`src/rtl/lsu_pkg.sv`:
```
// rtl/lsu_pkg.sv - shared funct3 codes, FSM states and decode helpers for lsu_mc
// Exports: F3_* funct3 codes, lsu_state_e, lsu_size_bytes(), lsu_f3_legal().
package lsu_pkg;

    localparam logic [2:0] F3_B  = 3'b000;
    localparam logic [2:0] F3_H  = 3'b001;
    localparam logic [2:0] F3_W  = 3'b010;
    localparam logic [2:0] F3_D  = 3'b011;
    localparam logic [2:0] F3_BU = 3'b100;
    localparam logic [2:0] F3_HU = 3'b101;
    localparam logic [2:0] F3_WU = 3'b110;

    typedef enum logic [1:0] {
        ST_IDLE  = 2'd0,
        ST_ISSUE = 2'd1,
        ST_WAIT  = 2'd2,
        ST_RESP  = 2'd3
    } lsu_state_e;

    // Access size in bytes; funct3[2] only selects sign vs zero extension.
    function automatic logic [3:0] lsu_size_bytes(input logic [2:0] f3);
        case (f3[1:0])
            2'b00:   return 4'd1;
            2'b01:   return 4'd2;
            2'b10:   return 4'd4;
            default: return 4'd8;
        endcase
    endfunction

    // Unsigned forms are load-only; D and WU exist only on a 64-bit datapath.
    function automatic logic lsu_f3_legal(input logic [2:0] f3, input logic store,
                                          input logic xlen64);
        if (f3 == 3'b111)
            return 1'b0;
        if (store && f3[2])
            return 1'b0;
        if (!xlen64 && (f3 == F3_D || f3 == F3_WU))
            return 1'b0;
        return 1'b1;
    endfunction

endpackage

```
`src/rtl/lsu_mc_align.sv`:
```
// rtl/lsu_mc_align.sv - combinational store lane/strobe shifter and load extract/extend
// Ports: offset/size/sgn describe the access; wdata -> st_{lo,hi}_{data,strb} (beat 0/1 halves);
//        beat0/beat1 bus words -> ld_data (aligned, extended to XLEN).
module lsu_align #(
    parameter int XLEN  = 32,
    parameter int OFF_W = $clog2(XLEN / 8)
) (
    input  logic [OFF_W-1:0]  offset,
    input  logic [3:0]        size,
    input  logic              sgn,
    input  logic [XLEN-1:0]   wdata,
    input  logic [XLEN-1:0]   beat0,
    input  logic [XLEN-1:0]   beat1,
    output logic [XLEN-1:0]   st_lo_data,
    output logic [XLEN-1:0]   st_hi_data,
    output logic [XLEN/8-1:0] st_lo_strb,
    output logic [XLEN/8-1:0] st_hi_strb,
    output logic [XLEN-1:0]   ld_data
);
    localparam int NB = XLEN / 8;

    logic [2*XLEN-1:0] wide_data;
    logic [2*NB-1:0]   base_mask;
    logic [2*NB-1:0]   wide_mask;
    logic [XLEN-1:0]   shr;
    logic              sign_bit;

    always_comb begin
        // Store: shift the right-justified value across a double-width window so
        // a line-crossing access naturally spills into the second beat.
        wide_data = {{XLEN{1'b0}}, wdata} << {offset, 3'b000};
        base_mask = '0;
        for (int i = 0; i < 2 * NB; i++)
            base_mask[i] = (i < int'(size));
        wide_mask  = base_mask << offset;
        st_lo_data = wide_data[XLEN-1:0];
        st_hi_data = wide_data[2*XLEN-1:XLEN];
        st_lo_strb = wide_mask[NB-1:0];
        st_hi_strb = wide_mask[2*NB-1:NB];

        // Load: bring the addressed byte to lane 0, then extend above S bytes.
        shr = XLEN'({beat1, beat0} >> {offset, 3'b000});
        case (size)
            4'd1:    sign_bit = shr[7];
            4'd2:    sign_bit = shr[15];
            4'd4:    sign_bit = shr[31];
            default: sign_bit = shr[XLEN-1];
        endcase
        ld_data = '0;
        for (int i = 0; i < XLEN; i++)
            ld_data[i] = (i < 8 * int'(size)) ? shr[i] : (sgn & sign_bit);
    end

endmodule

```
`src/rtl/lsu_mc.sv`:
```
// rtl/lsu_mc.sv - multi-cycle load/store unit: core request -> req/gnt/rvalid bus -> registered response
// Ports: req_* core request (ready only in IDLE); resp_* one-cycle response pulse;
//        mem_* bus request held until mem_gnt, mem_rvalid/mem_rdata/mem_err response per beat.
module lsu_mc #(
    parameter int XLEN           = 32,
    parameter int ADDR_W         = 32,
    parameter int MISALIGN_SPLIT = 1
) (
    input  logic              clk,
    input  logic              rst_n,
    input  logic              req_valid,
    output logic              req_ready,
    input  logic              req_store,
    input  logic [2:0]        req_funct3,
    input  logic [ADDR_W-1:0] req_addr,
    input  logic [XLEN-1:0]   req_wdata,
    output logic              resp_valid,
    output logic [XLEN-1:0]   resp_rdata,
    output logic              resp_fault,
    output logic              mem_req,
    output logic              mem_we,
    output logic [ADDR_W-1:0] mem_addr,
    output logic [XLEN-1:0]   mem_wdata,
    output logic [XLEN/8-1:0] mem_strb,
    input  logic              mem_gnt,
    input  logic              mem_rvalid,
    input  logic [XLEN-1:0]   mem_rdata,
    input  logic              mem_err
);
    import lsu_pkg::*;

    localparam int NB    = XLEN / 8;
    localparam int OFF_W = $clog2(NB);

    lsu_state_e        state;
    logic              op_store;
    logic              op_sgn;
    logic              op_split;
    logic              beat;
    logic [3:0]        op_size;
    logic [OFF_W-1:0]  op_off;
    logic [ADDR_W-1:0] op_base;
    logic [XLEN-1:0]   op_wdata;
    logic [XLEN-1:0]   rbuf0;

    logic [3:0]        req_size;
    logic [OFF_W-1:0]  req_off;
    logic              req_legal;
    logic              req_split;
    logic [ADDR_W-1:0] req_base;

    logic              a_idle;
    logic [OFF_W-1:0]  a_off;
    logic [3:0]        a_size;
    logic              a_sgn;
    logic [XLEN-1:0]   a_wdata;
    logic [XLEN-1:0]   a_beat0;
    logic [XLEN-1:0]   a_beat1;
    logic [XLEN-1:0]   st_lo_data;
    logic [XLEN-1:0]   st_hi_data;
    logic [NB-1:0]     st_lo_strb;
    logic [NB-1:0]     st_hi_strb;
    logic [XLEN-1:0]   ld_data;

    assign req_size  = lsu_size_bytes(req_funct3);
    assign req_off   = req_addr[OFF_W-1:0];
    assign req_legal = lsu_f3_legal(req_funct3, req_store, XLEN == 64);
    assign req_split = (int'(req_off) + int'(req_size)) > NB;
    assign req_base  = req_addr & ~ADDR_W'(NB - 1);

    // In IDLE the aligner sees the incoming request so beat 0 lanes can be
    // registered on accept; afterwards it works from the latched operation.
    assign a_idle  = (state == ST_IDLE);
    assign a_off   = a_idle ? req_off : op_off;
    assign a_size  = a_idle ? req_size : op_size;
    assign a_sgn   = a_idle ? ~req_funct3[2] : op_sgn;
    assign a_wdata = a_idle ? req_wdata : op_wdata;
    // The final beat's data goes straight from the bus into the assembler.
    assign a_beat0 = beat ? rbuf0 : mem_rdata;
    assign a_beat1 = beat ? mem_rdata : '0;

    lsu_align #(.XLEN(XLEN), .OFF_W(OFF_W)) u_align (
        .offset     (a_off),
        .size       (a_size),
        .sgn        (a_sgn),
        .wdata      (a_wdata),
        .beat0      (a_beat0),
        .beat1      (a_beat1),
        .st_lo_data (st_lo_data),
        .st_hi_data (st_hi_data),
        .st_lo_strb (st_lo_strb),
        .st_hi_strb (st_hi_strb),
        .ld_data    (ld_data)
    );

    always_ff @(posedge clk or negedge rst_n) begin
        if (!rst_n) begin
            state      <= ST_IDLE;
            req_ready  <= 1'b1;
            resp_valid <= 1'b0;
            resp_rdata <= '0;
            resp_fault <= 1'b0;
            mem_req    <= 1'b0;
            mem_we     <= 1'b0;
            mem_addr   <= '0;
            mem_wdata  <= '0;
            mem_strb   <= '0;
            beat       <= 1'b0;
            op_store   <= 1'b0;
            op_sgn     <= 1'b0;
            op_split   <= 1'b0;
            op_size    <= '0;
            op_off     <= '0;
            op_base    <= '0;
            op_wdata   <= '0;
            rbuf0      <= '0;
        end else begin
            case (state)
                ST_IDLE: begin
                    if (req_valid && req_ready) begin
                        op_store  <= req_store;
                        op_sgn    <= ~req_funct3[2];
                        op_split  <= req_split;
                        op_size   <= req_size;
                        op_off    <= req_off;
                        op_base   <= req_base;
                        op_wdata  <= req_wdata;
                        beat      <= 1'b0;
                        req_ready <= 1'b0;
                        if (!req_legal || (req_split && MISALIGN_SPLIT == 0)) begin
                            state      <= ST_RESP;
                            resp_valid <= 1'b1;
                            resp_fault <= 1'b1;
                            resp_rdata <= '0;
                        end else begin
                            state     <= ST_ISSUE;
                            mem_req   <= 1'b1;
                            mem_we    <= req_store;
                            mem_addr  <= req_base;
                            mem_wdata <= req_store ? st_lo_data : '0;
                            mem_strb  <= req_store ? st_lo_strb : '0;
                        end
                    end
                end
                ST_ISSUE: begin
                    if (mem_gnt) begin
                        state     <= ST_WAIT;
                        mem_req   <= 1'b0;
                        mem_we    <= 1'b0;
                        mem_wdata <= '0;
                        mem_strb  <= '0;
                    end
                end
                ST_WAIT: begin
                    if (mem_rvalid) begin
                        if (mem_err) begin
                            state      <= ST_RESP;
                            resp_valid <= 1'b1;
                            resp_fault <= 1'b1;
                            resp_rdata <= '0;
                        end else if (op_split && !beat) begin
                            state     <= ST_ISSUE;
                            beat      <= 1'b1;
                            rbuf0     <= mem_rdata;
                            mem_req   <= 1'b1;
                            mem_we    <= op_store;
                            mem_addr  <= op_base + ADDR_W'(NB);
                            mem_wdata <= op_store ? st_hi_data : '0;
                            mem_strb  <= op_store ? st_hi_strb : '0;
                        end else begin
                            state      <= ST_RESP;
                            resp_valid <= 1'b1;
                            resp_fault <= 1'b0;
                            resp_rdata <= op_store ? '0 : ld_data;
                        end
                    end
                end
                ST_RESP: begin
                    state      <= ST_IDLE;
                    resp_valid <= 1'b0;
                    resp_fault <= 1'b0;
                    resp_rdata <= '0;
                    req_ready  <= 1'b1;
                    beat       <= 1'b0;
                end
                default: state <= ST_IDLE;
            endcase
        end
    end

endmodule

```
`config.mk`:
```
export PLATFORM = sky130hd
export DESIGN_NAME = lsu_mc
export DESIGN_NICKNAME = d
export VERILOG_FILES = /design/src/rtl/lsu_pkg.sv /design/src/rtl/lsu_mc_align.sv /design/src/rtl/lsu_mc.sv
export SDC_FILE = /design/constraint.sdc
export NUM_CORES = 1
export LEC_CHECK = 0
export ABC_CLOCK_PERIOD_IN_PS = 2250
export CAP_MARGIN = 40
export CORE_UTILIZATION = 49
export DETAILED_ROUTE_END_ITERATION = 7
export GPL_TIMING_DRIVEN = 0
export MAX_ROUTING_LAYER = met4
export PLACE_DENSITY_LB_ADDON = 0.15
export SYNTH_ARGS = -nofsm -noshare
export SYNTH_HDL_FRONTEND = slang
export SYNTH_SLANG_ARGS = --single-unit
export TNS_END_PERCENT = 5
```
`constraint.sdc`:
```
create_clock -name clk -period 2.25 [get_ports clk]
set_input_delay 0.45 -clock clk [delete_from_list [all_inputs] [get_ports clk]]
set_output_delay 0.45 -clock clk [all_outputs]
set_load 0.05 [all_outputs]
```
* After elaboration in Yosys (flattened, before gate mapping)
Cells that the tools add are included.
Storage, ports and cells: bits in registers 211, bits in latches 0, memory bits (writable) 0, memory bits (read-only) 0, input bits 106, output and inout port bits 105, logic and storage cells 221, memories kept 0
Operators by class: add/subtract/negate cells 2, $mul 0, div/mod/pow operators 0, order comparisons 41, eq/ne operators 18, shift operators 3, mux-type cells 116, bitwise operators 3, reductions and logical operators 19
Operators with widths (count):
- $mux 32 | 22
- $pmux 32 s3 | 2
- $lt 5x7->1 const A | 16
- $mux 1 | 65
- $pmux 32 s2 | 1
- $shl 32x5->64 | 1
- $shr 64x5->32 | 1
- $lt 4x7->1 const A | 8
- $mux 4 | 9
- $add 32x3->32 const B | 1
- $lt 3x7->1 const A | 4
- $pmux 4 s3 | 2
- $lt 3x4->1 const A | 4
- $pmux 1 s3 | 5
- $lt 1x7->1 const A | 2
- $lt 2x7->1 const A | 2
- $mux 2 | 7
- $ne 2x2->1 const B | 6
- $reduce_and 5->1 | 2
- $lt 1x4->1 const A | 2
- $lt 2x4->1 const A | 2
- $pmux 2 s4 | 1
- $shl 8x2->8 | 1
- $reduce_and 7->1 | 1
- other kinds (23) | 35

* Depth between registers and ports, before layout
depth after elaboration 12, gate-level depth with buffers 11, depth with buffers taken out 7

* By module
Synthesis repeated with hierarchy kept, for this count alone.
Unflattened totals: cell total of the unflattened synthesis 1175, area, all modules 12498.2 um2
By module, submodules not included:
- lsu_mc | times used 1, cells each 907, area an instance 10283.6 um2, sequential area each 5231.3 um2
- lsu_align | times used 1, cells each 268, area an instance 2214.6 um2, sequential area each 0.0 um2

* Worst setup path after synthesis
No wires, ideal clock.
kind reg-to-reg, start point register state[0], end point register resp_rdata[15], library setup time 0.126 ns, arrival 2.239 ns, required time 2.124 ns, setup slack -0.115 ns, stages on the path, launching flop included 10, buffers on the path 3, period minus slack after synthesis 2.365 ns, cell sequence dfrtp_1 > inv_1 > ha_1 > buf_2 > nor2b_1 > a211o_1 > or3_1 > buf_2 > buf_2 > a221o_1
Between the ends: word-level cells in the longest chain between the ends 11, elaborated cells between the ends (all ways) 24, classes of those cells order compare (1); eq/ne (8); shift (1); mux (10); bitwise (1); reduce/logical (3)
RTL lines:
- start: declaration | line lsu_mc.sv:35 | lsu_state_e state;
- start signal: assignment | line lsu_mc.sv:98 | state <= ST_IDLE;
- start signal: assignment | line lsu_mc.sv:131 | state <= ST_RESP;
- start signal: assignment | line lsu_mc.sv:136 | state <= ST_ISSUE;
- $logic_not 2->1 | line lsu_mc.sv:73, lsu_mc.sv:118
- $mux 2 or $mux 4 (tied branches) | line lsu_mc.sv:74, lsu_mc.sv:75
- $shr 64x5->32, or another cell as far along | line lsu_mc_align.sv:42 | shr = XLEN'({beat1, beat0} >> {offset, 3'b000});
- $pmux 1 s2 | line lsu_mc_align.sv:43 | case (size)
- $and 1x1->1 | line lsu_mc_align.sv:51 | ld_data[i] = (i < 8 * int'(size)) ? shr[i] : (sgn & sign_bit);
- $mux 1 | line lsu_mc_align.sv:51
- $mux 32 | line lsu_mc.sv:174 | resp_rdata <= op_store ? '0 : ld_data;
- $mux 32 | line lsu_mc.sv:161 | end else if (op_split && !beat) begin
- $mux 32 | line lsu_mc.sv:156 | if (mem_err) begin
- $mux 32 | line lsu_mc.sv:155 | if (mem_rvalid) begin
- $pmux 32 s3 | line lsu_mc.sv:118 | case (state)
- end signal: assignment | line lsu_mc.sv:174
- end: declaration | line lsu_mc.sv:18 | output logic [XLEN-1:0] resp_rdata,
Several ways; a longest one is shown, not always the timed one. The select of a mux whose other input is x is not followed. A chain may end at the register's enable or synchronous reset.

* Final worst setup path
start point register state[1], end point register resp_rdata[27]
The elaborated chain is that of the path after synthesis.

==> flow_metrics.tcl <==
set metrics [dict create \
    worstPathCellList "inv_4 -> ha_4 -> buf_12 -> mux2i_4 -> buf_6 -> mux2i_4 -> mux2_4 -> o2bb2ai_4 -> buf_12 -> o41ai_2" \
    pwr-share-comb_pct 62.9 \
    skew_ps 15.7 \
    power_frac_seq_pct 22.7 \
    vias_per_cell 6.20 \
    fin_ws_ps -196 \
    drc 0 \
    area_growth_pct 41.3 \
    nNetsFinal 1531 \
    drive_gt1_share_pct 30.8 \
    synth-edff-count 0 \
    reg2reg_to "resp_rdata[27]$_DFFE_PN0P_" \
    finalSetupViolCount 67 \
    grt_pass1_wl_mm 61.2 \
    io_buffers 208 \
    cts_made_buffers 25 \
    max_freq_mhz 409 \
    root_buffer "clkbuf_16" \
    yosys.cell_types.count 76 \
    cts_tree "yes" \
    dr_total_vias 10900 \
    internal_power_w 0.0155 \
    die-area_um2 25000 \
    post-place-ws_ps -902 \
    cpPeakStageDelay_ps 440 \
    grt-ovfl-total 0 \
    r2r_start "state[1]$_DFFE_PN0P_" \
    p_clk_share_pct 14.4 \
    rr_worst_depth 10 \
    yosysWarnings 0 \
    post-route-util_pct 71.4 \
    ios 211 \
    clk_latency_ps 530 \
    hold_class "input port to async pin" \
    grt_pass1_vias 10500 \
    violations "negative setup slack" \
    async_reset_ff_share_pct 100 \
    syn_inst 1140 \
    synth_area_leaders "dfrtp_1 (44%), mux2_2 (11%), mux2i_1 (5.1%)" \
    rrSetupSlack_ps -200 \
    relSlewSlack_pct 46.8 \
    placementRows 56 \
    htreeDepth 1 \
    cts.sinks 209 \
    coreArea_um2 23700 \
    crit_path_start "state[1]$_DFFE_PN0P_" \
    p_leak_nw 6.96 \
    tightest_slew_ps 798 \
    rsz0062_at_grt "true" \
    p_sw_w 0.0137 \
    critPathKind "flop to flop" \
    yosysSeqAreaShare_pct 43.7 \
    period_needed_ps 2450 \
    synth_top_cell_area_share_pct 43.5 \
    drtPass1Iterations 7 \
    grt_max_degree 91 \
    grt_use_total_pct 33.4 \
    antenna_found_initial 2 \
    start_kind "flop" \
    synth_area_um2 12000 \
    ys_ff_latch 209 \
    endpoint "resp_rdata[27]$_DFFE_PN0P_" \
    worst-endpoint-arrival_ps 2870 \
    routed_wl_mm 41.1 \
    crit_slowest_cell "dfrtp_2" \
    crit_required_ps 2680 \
    finalHoldViolCount 0 \
    power_density_nw_per_um2 1730 \
    critPathMaxFanout 6 \
    yosysTopAreaCell "dfrtp_1" \
    start_util_pct 50.5 \
    hpwlAfterDp_mm 28.7 \
    drt-initial-drc-count 1120 \
    wire_per_inst_um 23.4 \
    cts_max_path_buffers 3 \
    die_h_um 158 \
    drv_cap 0 \
    ys.flop_type "dfrtp_1" \
    die_x_um 158 \
    period_share_pct 109 \
    ir_worst_vdd_uv 1010 \
    status "complete, but fails checks" \
    clk_pin_slew_worst_paths_ps 60 \
    swShare_pct 46.9 \
    synth_area_per_cell_um2 10.5 \
    ant_nets 0 \
    gp_congestion 0.938 \
    slew_viol_final 0 \
    worstSetupEndpointType "flop" \
]
## registers in the layout, indices dropped and copies added (netlist names), 4 cells and up
signal      cells
op_base        30
op_size         4
mem_strb        4
op_wdata       32
mem_wdata      32
rbuf0          32
mem_addr       30
resp_rdata     32
## repair_timing
item                       in CTS  in global routing
hold endpoints to repair       37                  0
setup endpoints to repair     202                156
pin swaps                      32                 39
setup buffers                  22                 12
hold buffers                    1                  0
resized for setup             176                114
gates cloned                    3                  2
## synthesized netlist by cell type (5+ instances only)
library cell	instances
o211ai_1	10
o31ai_1	15
mux4_2	21
mux2i_1	61
clkbuf_1	38
o21ai_0	60
o221a_2	8
a22oi_1	16
a211oi_1	19
nand2b_1	8
a31oi_1	14
nand3_1	43
o2bb2ai_1	7
or4_1	7
a221oi_1	8
dfrtp_1	208
nand3b_1	6
a221o_1	9
a21o_1	7
nand4_1	5
xnor2_1	6
nor2_1	68
ha_1	7
a22o_1	8
mux2_2	118
a311oi_1	6
nor2b_1	24
a21oi_1	35
buf_4	5
nor3_1	15
inv_1	11
xor2_1	13
nor4_1	9
a222oi_1	8
and3_1	10
or3_1	8
buf_2	26
nand2_1	119
o41ai_1	8
buf_1	11
## how the worst min path moves through the flow
stage	to	cells after the start	startpoint
finish	mem_wdata[11]$_DFFE_PN0P_	2	rst_n
floorplan	beat$_DFFE_PN0P_	0	rst_n
detailed placement	mem_wdata[11]$_DFFE_PN0P_	1	rst_n
global route	mem_wdata[11]$_DFFE_PN0P_	2	rst_n
CTS	op_wdata[6]$_DFFE_PN0P_	2	rst_n
global placement	op_sgn$_DFFE_PN0P_	2	op_sgn$_DFFE_PN0P_
## cell usage in the layout, fill, tap and decap left out, types with 12 or more instances in the layout
cell type	Yosys	final
a21oi_1	35	17
a211oi_1	19	16
buf_2	26	12
nor2_1	68	59
nand2_1	119	112
mux2i_1	61	44
dfrtp_1	208	207
nand3_1	43	42
o21ai_0	60	42
buf_6	3	17
clkbuf_2	0	12
clkdlybuf4s50_1	0	205
buf_4	5	44
o21ai_1	3	16
a21oi_2	0	16
xor2_1	13	13
clkbuf_16	0	27
nor2b_1	24	20
a22oi_1	16	15
mux2i_2	2	12
mux2_2	118	117
mux4_2	21	21
a31oi_1	14	13
## power by group through the flow
stage | sequential [W] | clock, W | combinational, W
floorplan | 0.00865 | 0 | 0.00784
global placement | 0.00652 | 0 | 0.0146
detailed placement | 0.00656 | 0 | 0.0148
CTS | 0.00654 | 0.00428 | 0.0168
global route | 0.00679 | 0.00442 | 0.0193
finish | 0.00662 | 0.00421 | 0.0184
## critical path: cells and delay by family, from the launching register on
family	cells	cell delay, ps
muxes	3	690
AOI/OAI and AO/OA	2	500
adders and majority gates	1	210
buffers and inverters	4	500
DFF	1	440
## final cells by class
| type | count | area (um2) |
|---|---|---|
| Buffer | 80 | 644 |
| Clock buffer | 33 | 736 |
| Timing Repair Buffer | 252 | 2600 |
| Sequential cell | 209 | 5230 |
| Fill cell | 1778 | 6780 |
| Clock inverter | 13 | 133 |
| Inverter | 13 | 51.3 |
| Tap cell | 319 | 399 |
| Antenna cell | 2 | 5.00 |
| Multi-Input combinational cell | 836 | 7100 |
## layer usage
metal | vias to the layer above | GRT usage, % | wire length (um)
met5 | - | - | 0
met2 | 545 | 49.7 | 18600
met4 | 0 | 8.20 | 981
met3 | 74 | 6.75 | 3650
met1 | 5433 | 46.7 | 17800
li1 | 4841 | - | -
## cells by family (layout without fill, tap and decap cells)
family	count (synthesis)	in the layout	synth area share [%]
fa+ha+maj	10	10	1.07
other cells	1	4	0.0313
buf+inv	96	391	3.63
mux	204	204	20.6
compound gates	264	264	15.9
simple gates	337	337	13.6
xor+xnor	19	19	1.39
flops	209	209	43.7
## metrics by stage
step | TNS [ps] | hold slack (ps) | total power, W | area (um2) | std cells
4_1_cts | -6760 | 383 | 0.0276 | 16400 | 1743
5_1_grt | -13940 | 420 | 0.0305 | 16900 | 1757
6_report | -6730 | 385 | 0.0292 | 16900 | 1757
3_5_place_dp | -91270 | 356 | 0.0213 | 14600 | 1672
3_3_place_gp | -1840120 | 457 | 0.0211 | 14500 | 1668
2_1_floorplan | -714 | 154 | 0.0165 | 12000 | 1141
Note: power is estimated with default switching activity, not from simulation.
